[config.mk]
export PLATFORM = sky130hd
export DESIGN_NAME = lsu_mem_master
export DESIGN_NICKNAME = d
export VERILOG_FILES = /design/src/rtl/lsu_mem_master.sv
export SDC_FILE = /design/constraint.sdc
export NUM_CORES = 1
export LEC_CHECK = 0
export ABC_AREA = 1
export BUFFER_PORTS_ARGS = -buffer_cell sky130_fd_sc_hd__buf_2
export CELL_PAD_IN_SITES_DETAIL_PLACEMENT = 1
export CELL_PAD_IN_SITES_GLOBAL_PLACEMENT = 2
export CORE_MARGIN = 2
export CORE_UTILIZATION = 34
export CTS_CLUSTER_SIZE = 12
export DETAILED_ROUTE_END_ITERATION = 16
export GPL_TIMING_DRIVEN = 0
export MAX_ROUTING_LAYER = met4
export PLACE_DENSITY = 0.86
export SYNTH_ARGS = -nofsm -noshare
export SYNTH_HDL_FRONTEND = slang
export SYNTH_SLANG_ARGS = --single-unit
[constraint.sdc]
create_clock -name CLK -period 3.6 [get_ports CLK]
set_input_delay 0.72 -clock CLK [delete_from_list [all_inputs] [get_ports CLK]]
set_output_delay 0.72 -clock CLK [all_outputs]
set_load 0.1 [all_outputs]
[src/rtl/lsu_mem_master.sv]
// Load/store unit acting as data-memory initiator on a request/grant/response bus.
// One access in flight; word-crossing accesses become two bus transfers.
// Load data is lane-aligned and sign/zero-extended according to funct3.
module lsu_mem_master #(
    parameter logic [31:0] ADDR_BASE  = 32'h8000_0000,
    parameter logic [31:0] ADDR_LIMIT = 32'h8000_FFFF
) (
    input  logic        CLK,
    input  logic        RST_N,
    // core request side
    input  logic        req_valid_i,
    output logic        req_ready_o,
    input  logic        req_we_i,
    input  logic [2:0]  req_funct3_i,
    input  logic [31:0] req_addr_i,
    input  logic [31:0] req_wdata_i,
    // core response side
    output logic        rsp_valid_o,
    output logic [31:0] rsp_rdata_o,
    output logic        rsp_err_o,
    // memory bus
    output logic        mem_req_o,
    input  logic        mem_gnt_i,
    output logic [31:0] mem_addr_o,
    output logic        mem_we_o,
    output logic [3:0]  mem_be_o,
    output logic [31:0] mem_wdata_o,
    input  logic        mem_rvalid_i,
    input  logic [31:0] mem_rdata_i
);

    typedef enum logic [2:0] {
        S_IDLE,
        S_REQ0,
        S_WAIT0,
        S_REQ1,
        S_WAIT1,
        S_RESP
    } state_t;

    state_t      r_state;

    // latched request
    logic        r_we;
    logic [2:0]  r_funct3;
    logic [31:0] r_addr;
    logic [3:0]  r_be_hi;
    logic [31:0] r_wdata_hi;
    logic [31:0] r_rdata0;

    // registered outputs
    logic        r_rsp_valid;
    logic [31:0] r_rsp_rdata;
    logic        r_rsp_err;
    logic        r_mem_req;
    logic [31:0] r_mem_addr;
    logic        r_mem_we;
    logic [3:0]  r_mem_be;
    logic [31:0] r_mem_wdata;

    // request decode
    logic [1:0]  w_size_m1;
    logic [3:0]  w_size_mask;
    logic [32:0] w_last_byte;
    logic        w_range_err;
    logic        w_funct3_err;
    logic        w_req_err;
    logic [7:0]  w_req_be8;
    logic [63:0] w_req_wdata64;

    // load data path
    logic [63:0] w_rd64;
    logic [31:0] w_shifted;
    logic [31:0] w_load;
    logic        w_split;

    // Decode size, legality and lane placement of the incoming request
    always_comb begin
        w_size_m1   = 2'd3;
        w_size_mask = 4'b1111;
        case (req_funct3_i[1:0])
            2'b00: begin
                w_size_m1   = 2'd0;
                w_size_mask = 4'b0001;
            end
            2'b01: begin
                w_size_m1   = 2'd1;
                w_size_mask = 4'b0011;
            end
            default: begin
                w_size_m1   = 2'd3;
                w_size_mask = 4'b1111;
            end
        endcase
        // 33-bit end address so a wrap past 2^32 lands above the limit
        w_last_byte   = {1'b0, req_addr_i} + 33'(w_size_m1);
        w_range_err   = (req_addr_i < ADDR_BASE) || (w_last_byte > {1'b0, ADDR_LIMIT});
        w_funct3_err  = (req_funct3_i == 3'b011) || (req_funct3_i[2:1] == 2'b11) ||
                        (req_we_i && req_funct3_i[2]);
        w_req_err     = w_range_err || w_funct3_err;
        w_req_be8     = {4'b0000, w_size_mask} << req_addr_i[1:0];
        w_req_wdata64 = {32'h0000_0000, req_wdata_i} << {req_addr_i[1:0], 3'b000};
    end

    // Align returned word(s) to the accessed byte and extend per funct3
    always_comb begin
        w_rd64    = (r_state == S_WAIT1) ? {mem_rdata_i, r_rdata0} : {32'h0000_0000, mem_rdata_i};
        w_shifted = 32'(w_rd64 >> {r_addr[1:0], 3'b000});
        w_split   = |r_be_hi;
        w_load    = '0;
        case (r_funct3)
            3'b000:  w_load = {{24{w_shifted[7]}}, w_shifted[7:0]};
            3'b001:  w_load = {{16{w_shifted[15]}}, w_shifted[15:0]};
            3'b010:  w_load = w_shifted;
            3'b100:  w_load = {24'h00_0000, w_shifted[7:0]};
            3'b101:  w_load = {16'h0000, w_shifted[15:0]};
            default: w_load = '0;
        endcase
    end

    // Access sequencer: accept, issue one or two bus beats, respond
    always_ff @(posedge CLK or negedge RST_N) begin
        if (!RST_N) begin
            r_state     <= S_IDLE;
            r_we        <= 1'b0;
            r_funct3    <= '0;
            r_addr      <= '0;
            r_be_hi     <= '0;
            r_wdata_hi  <= '0;
            r_rdata0    <= '0;
            r_rsp_valid <= 1'b0;
            r_rsp_rdata <= '0;
            r_rsp_err   <= 1'b0;
            r_mem_req   <= 1'b0;
            r_mem_addr  <= '0;
            r_mem_we    <= 1'b0;
            r_mem_be    <= '0;
            r_mem_wdata <= '0;
        end else begin
            case (r_state)
                S_IDLE: begin
                    if (req_valid_i) begin
                        r_we       <= req_we_i;
                        r_funct3   <= req_funct3_i;
                        r_addr     <= req_addr_i;
                        r_be_hi    <= w_req_be8[7:4];
                        r_wdata_hi <= w_req_wdata64[63:32];
                        if (w_req_err) begin
                            r_state     <= S_RESP;
                            r_rsp_valid <= 1'b1;
                            r_rsp_err   <= 1'b1;
                            r_rsp_rdata <= '0;
                        end else begin
                            r_state     <= S_REQ0;
                            r_mem_req   <= 1'b1;
                            r_mem_addr  <= {req_addr_i[31:2], 2'b00};
                            r_mem_we    <= req_we_i;
                            r_mem_be    <= w_req_be8[3:0];
                            r_mem_wdata <= w_req_wdata64[31:0];
                        end
                    end
                end
                S_REQ0: begin
                    if (mem_gnt_i) begin
                        r_state     <= S_WAIT0;
                        r_mem_req   <= 1'b0;
                        r_mem_addr  <= '0;
                        r_mem_we    <= 1'b0;
                        r_mem_be    <= '0;
                        r_mem_wdata <= '0;
                    end
                end
                S_WAIT0: begin
                    if (mem_rvalid_i) begin
                        r_rdata0 <= mem_rdata_i;
                        if (w_split) begin
                            r_state     <= S_REQ1;
                            r_mem_req   <= 1'b1;
                            r_mem_addr  <= {r_addr[31:2] + 30'd1, 2'b00};
                            r_mem_we    <= r_we;
                            r_mem_be    <= r_be_hi;
                            r_mem_wdata <= r_wdata_hi;
                        end else begin
                            r_state     <= S_RESP;
                            r_rsp_valid <= 1'b1;
                            r_rsp_err   <= 1'b0;
                            r_rsp_rdata <= r_we ? '0 : w_load;
                        end
                    end
                end
                S_REQ1: begin
                    if (mem_gnt_i) begin
                        r_state     <= S_WAIT1;
                        r_mem_req   <= 1'b0;
                        r_mem_addr  <= '0;
                        r_mem_we    <= 1'b0;
                        r_mem_be    <= '0;
                        r_mem_wdata <= '0;
                    end
                end
                S_WAIT1: begin
                    if (mem_rvalid_i) begin
                        r_state     <= S_RESP;
                        r_rsp_valid <= 1'b1;
                        r_rsp_err   <= 1'b0;
                        r_rsp_rdata <= r_we ? '0 : w_load;
                    end
                end
                S_RESP: begin
                    r_state     <= S_IDLE;
                    r_rsp_valid <= 1'b0;
                    r_rsp_err   <= 1'b0;
                    r_rsp_rdata <= '0;
                end
                default: begin
                    r_state <= S_IDLE;
                end
            endcase
        end
    end

    assign req_ready_o = (r_state == S_IDLE);
    assign rsp_valid_o = r_rsp_valid;
    assign rsp_rdata_o = r_rsp_rdata;
    assign rsp_err_o   = r_rsp_err;
    assign mem_req_o   = r_mem_req;
    assign mem_addr_o  = r_mem_addr;
    assign mem_we_o    = r_mem_we;
    assign mem_be_o    = r_mem_be;
    assign mem_wdata_o = r_mem_wdata;

endmodule

Yosys cells after proc, flatten, opt, wreduce, memory -nomap -nowiden. Cells that the tools add are included. Widths: inputs -> output; s select.

Bits in registers: 211. Word-level logic and storage cells: 118. Output and inout bits: 105. Bits of input ports: 105.

Eq/ne operators: 22. Add/sub/neg operators: 2. $lt $le $gt $ge: 2. Shift operators: 3. Reductions and logical operators: 17. Muxes and demuxes: 57.

Operators by type and width (count): $mux 32 (15); $pmux 32 s3 (2); $pmux 32 s5 (1); $pmux 32 s4 (1); $mux 64 (1); $shl 32x5->64 (1); $shr 64x5->32 (1); $add 32x2->33 (1); $gt 33x32->1 const B (1); $lt 32x32->1 const B (1); $add 30x1->30 const B (1); $mux 3 (7); $mux 4 (5); $mux 1 (17); $ne 2x2->1 const B (8); $pmux 3 s5 (1); $eq 3x2->1 const B (4); $eq 3x3->1 const B (4); $pmux 4 s3 (1); $reduce_and 6->1 (2); $pmux 1 s4 (2); $pmux 4 s2 (1); $shl 4x2->8 (1); $eq 3x1->1 const B (2); 15 further kinds (22).

Depth between registers and ports, before layout.
Word-level depth: 9. Gate-level depth with buffers: 24. Gate-level depth less buffers: 23.

Worst setup path before layout. Ideal clock, no wire load.

Kind: in2reg. Start point: input port req_addr_i[1]. End point: register r_mem_wdata[10], in the netlist mem_wdata_o[10]. Path slack: 0.185 ns. Setup time: 0.122 ns. Arrival time: 3.293 ns. Buffers on the path: 4. Stages: 22. Path through: inv_1 > clkbuf_1 > clkbuf_1 > fa_1 > nor2_2 > nand2_1 > nor2_1 > nand2_1 > nand2_1 > nand2_1 > nor2_1 > nand2_1 > nor2_1 > nor2_1 > nor2_1 > nand4_1 > nand2_2 > nand3_2 > buf_4 > buf_6 > nand2_1 > nand2_1.

Longest elaborated chain between the ends: 6.

RTL lines: start: declaration (RTL line 15) `input logic [31:0] req_addr_i,`; $add 32x2->33 (RTL line 96) `w_last_byte = {1'b0, req_addr_i} + 33'(w_size_m1);`; $gt 33x32->1 (RTL line 97) `w_range_err = (req_addr_i < ADDR_BASE) || (w_last_byte > {1'b0, ADDR_LIMIT});`; $logic_or 1x1->1 (RTL line 97); $logic_or 1x1->1 (RTL line 100) `w_req_err = w_range_err || w_funct3_err;`; $ne 2x2->1 (no line); $reduce_and 6->1 (no line); end signal: assignment (RTL line 159) `r_mem_wdata <= w_req_wdata64[31:0];`; end signal: assignment (RTL line 182) `r_mem_wdata <= r_wdata_hi;`; end: declaration (RTL line 59) `logic [31:0] r_mem_wdata;`.

Parallel ways exist; a longest one is shown, timed or not. The select of a mux whose other input is x is not followed. A chain may end at the register's enable or synchronous reset.

Final worst setup path.
Start point: input port req_funct3_i[0]. End point: register r_mem_wdata[17], in the netlist mem_wdata_o[17].

Longest elaborated chain between the ends: 8.

RTL lines: start: declaration (RTL line 14) `input logic [2:0] req_funct3_i,`; $eq 2x1->1 or $logic_not 2->1 (tied branches) (RTL line 81) `case (req_funct3_i[1:0])`; $pmux 2 s2 (RTL line 81); $add 32x2->33 (RTL line 96); $gt 33x32->1 (RTL line 97); $logic_or 1x1->1 (RTL line 97); $logic_or 1x1->1 (*) (RTL line 100); $ne 2x2->1 (no line) (*); $reduce_and 6->1 (no line) (*).

Mark *: on every way between the ends. The rest lies on a longest branch, timed or not.

==> flow_metrics.tcl <==
set metrics [dict create \
    run_status "complete, no violations" \
    cp_cell_sequence "buf_4 -> nor2_1 -> inv_1 -> ha_2 -> inv_1 -> fa_2 -> nor2_4 -> nand2_4 -> nor2_4 -> nand3_2 -> nand2_1 -> nand2_1 -> nor2_1 -> nand2_1 -> nor2_2 -> nor2_1 -> nor2_2 -> nand4_1 -> nand2_4 -> nand3_4 -> buf_8 -> buf_6 -> nand2_2 -> nand2_1" \
    worst-path-buf-inv 5 \
    period_needed_ps 3436 \
    total_power_mw 15.12 \
    antenna_found_initial 1 \
    slew_viol_final 0 \
    cpPeakStageDelay_ps 450 \
    cp_data_arrival_time_ps 3780 \
    fillerInstances 4616 \
    gp_congestion 0.9067 \
    io_buffers 207 \
    worstSetupPathType "input pin to register" \
    hold_slack_ps 330.3 \
    critPathMaxFanout 10 \
    powerDensity_nw_per_um2 1027 \
    yosysWarningCount 0 \
    dpl.cell_count 2447 \
    antenna_left 0 \
    final_util_pct 41.48 \
    grt_pass1_vias 13820 \
    cts.sinks 200 \
    pwr-share-seq_pct 25.6 \
    hold_buffers 0 \
    firstDrtPassIters 5 \
    finalCritPeriodShare_pct 95.45 \
    synth_seq_area_share_pct 40.90 \
    ir_drop_v 0.0009799 \
    dp_hpwl_um 40470 \
    power.internal_mw 6.178 \
    p_sw_mw 8.942 \
    final_nets 2121 \
    wl_per_cell_um 20.45 \
    ys_types 40 \
    synth_seq_cells 200 \
    path_clk_slew_ps 90 \
    routed_via_density 5.319 \
    cts_buffers 17 \
    cts_tree "done" \
    cpMostUsedCell "nand2_1" \
    max_freq_mhz 291.0 \
    crit_path_start_kind "input pin" \
    die_h_um 193.7 \
    dp_worst_setup_slack_ps -1375 \
    synth-edff-count 0 \
    drtIter0Drc 723 \
    ys.flop_type "dfrtp_1" \
    grt_pass1_wl_um 79260 \
    io_pins 210 \
    instances_no_fill 2487 \
    via_count 13230 \
    syn_inst 1777 \
    worst_pin_slew_ps 1178 \
    cts_max_level 4 \
    gr-usage-all-layers_pct 27.94 \
    die_area_um2 37520 \
    final.setup_skew_ps 16.15 \
    die_x_um 193.7 \
    start_util_pct 34.48 \
    p_leak_nw 7.546 \
    crit_required_ps 3950 \
    end_kind "register" \
    grt_start_max_net_pins 117 \
    setup_viol 0 \
    drv_cap 0 \
    hold_path.class "input pin to asynchronous set/reset pin" \
    clk_latency_ps 470 \
    rows 69 \
    relSlewSlack_pct 21.28 \
    cp_slowest_cell "fa_2" \
    drt-total-wl_um 50870 \
    clockBufferDepth 2 \
    area_delta_synth_final_pct 20.30 \
    netlist_area_um2 12240 \
    cts_root_buf "clkbuf_16" \
    worst_slack_ps 163.9 \
    drcViolationCount 0 \
    core_um2 35480 \
    final_hold_viol_count 0 \
    grt_overflow 0 \
    cp_top_family "simple AND/OR/NAND/NOR gates" \
    switching_share_pct 59.14 \
    syn_avg_cell_area_um2 6.885 \
    synthArstFlopShare_pct 100.0 \
    drive_gt1_share_pct 14.87 \
    clkPwrFrac_pct 14.1 \
    combPwrFrac_pct 60.4 \
]
## registers in the layout (all words and copies together) (netlist names)
signal	cells
mem_be_o	4
mem_addr_o	30
r_state	3
rsp_rdata_o	32
r_we	1
mem_we_o	1
r_wdata_hi	24
r_addr	32
mem_wdata_o	32
rsp_err_o	1
r_rdata0	32
mem_req_o	1
r_funct3	3
r_be_hi	3
rsp_valid_o	1
## cell usage after synthesis (9+ instances only)
cell      instances  area share, %
a21oi_1          35            1.4
nor3_1           14           0.57
inv_1           171            5.2
a211oi_1         10           0.61
o211ai_1         10           0.61
o21ai_0         191            7.8
buf_2            13           0.53
o22ai_1          48            2.5
nand3b_1         21            1.3
xor2_1            9           0.64
dfrtp_1         200             41
nand2_1         591             18
nand4_1          77            3.9
nand3_1          93            3.8
o221ai_1         14            1.0
nor2_1          131            4.0
clkbuf_1         76            2.3
## layout by cell type (no fill, tap or decap), types with 6 or more instances in the layout
cell and n:
a211oi_1 10, a21oi_1 35, a22oi_1 7, buf_1 8, buf_2 217, buf_4 15
clkbuf_1 72, clkbuf_16 17, dfrtp_1 200, inv_1 170, mux2i_1 7, nand2_1 588
nand3_1 92, nand3b_1 21, nand4_1 77, nor2_1 124, nor2_4 6, nor3_1 14
nor4_1 7, o211ai_1 10, o21ai_0 191, o221ai_1 14, o22ai_1 48, xor2_1 9
## cell type report
type                            count  area, um^2  area share [%]
Tap cell                          461       576.8           3.919
Sequential cell                   200        5005           34.00
Inverter                          173       653.1           4.437
Multi-Input combinational cell   1298        6227           42.31
Antenna cell                        2       5.005         0.03400
Buffer                            106       481.7           3.273
Clock inverter                     15       207.7           1.411
Timing Repair Buffer              215        1137           7.727
Clock buffer                       17       425.4           2.890
## what timing repair did
action	CTS	global route
hold endpoints to repair	0	0
endpoints found under the setup margin	103	101
buffers inserted	5	2
pin swaps	0	11
gates resized for setup	18	25
## layer usage
layer	wire length, um	global-route usage (%)	share of wire (%)	up-vias
li1	-	-	-	6331
met1	22790	34.52	45	6593
met2	25550	48.54	50	240
met3	1373	2.766	2.7	65
met4	1152	7.973	2.3	0
met5	0	-	0	-
## metrics by stage
step | instance area [um^2] | setup TNS [ps]
floorplan | 12240 | 0
global placement | 13850 | -463450
detailed placement | 13890 | -125190
CTS | 14620 | 0
global route | 14720 | -13.80
finish | 14720 | 0
## path summary, 6_finish.rpt
path | end | cells past startpoint | slack, ps | start
worst max-delay path | mem_wdata_o[17]$_DFFE_PN0P_ | 24 | 160 | req_funct3_i[0]
worst min register to register | rsp_rdata_o[26]$_DFFE_PN0P_ | 2 | 470 | rsp_rdata_o[26]$_DFFE_PN0P_
worst max register to register | mem_wdata_o[22]$_DFFE_PN0P_ | 8 | 220 | r_state[2]$_DFFE_PN0P_
max in group asynchronous | mem_wdata_o[3]$_DFFE_PN0P_ | 2 | 2290 | RST_N
worst min-delay path | r_rdata0[27]$_DFFE_PN0P_ | 1 | 330 | RST_N
min in group CLK | rsp_rdata_o[26]$_DFFE_PN0P_ | 2 | 470 | rsp_rdata_o[26]$_DFFE_PN0P_
## power groups by stage
| stage | Combinational, mW | Clock (mW) | Sequential, mW |
|---|---|---|---|
| 2_1_floorplan | 3.72 | 0 | 6.70 |
| 3_3_place_gp | 8.81 | 0 | 3.85 |
| 3_5_place_dp | 8.99 | 0 | 3.90 |
| 4_1_cts | 9.11 | 2.14 | 3.86 |
| 5_1_grt | 9.84 | 2.23 | 3.99 |
| 6_report | 9.13 | 2.13 | 3.87 |
## logic make-up after synthesis
kind of cell	after synthesis	share of synthesized area, %
buffers and inverters	280	9.091
XOR/XNOR	11	0.7875
flip-flops	200	40.90
multiplexers	7	0.5727
other	1	0.03065
AO/OA/AOI/OAI	327	15.25
adder cells (fa/ha/maj)	5	0.5727
AND/OR/NAND/NOR	946	32.79
(Power assumes the default switching activity.)
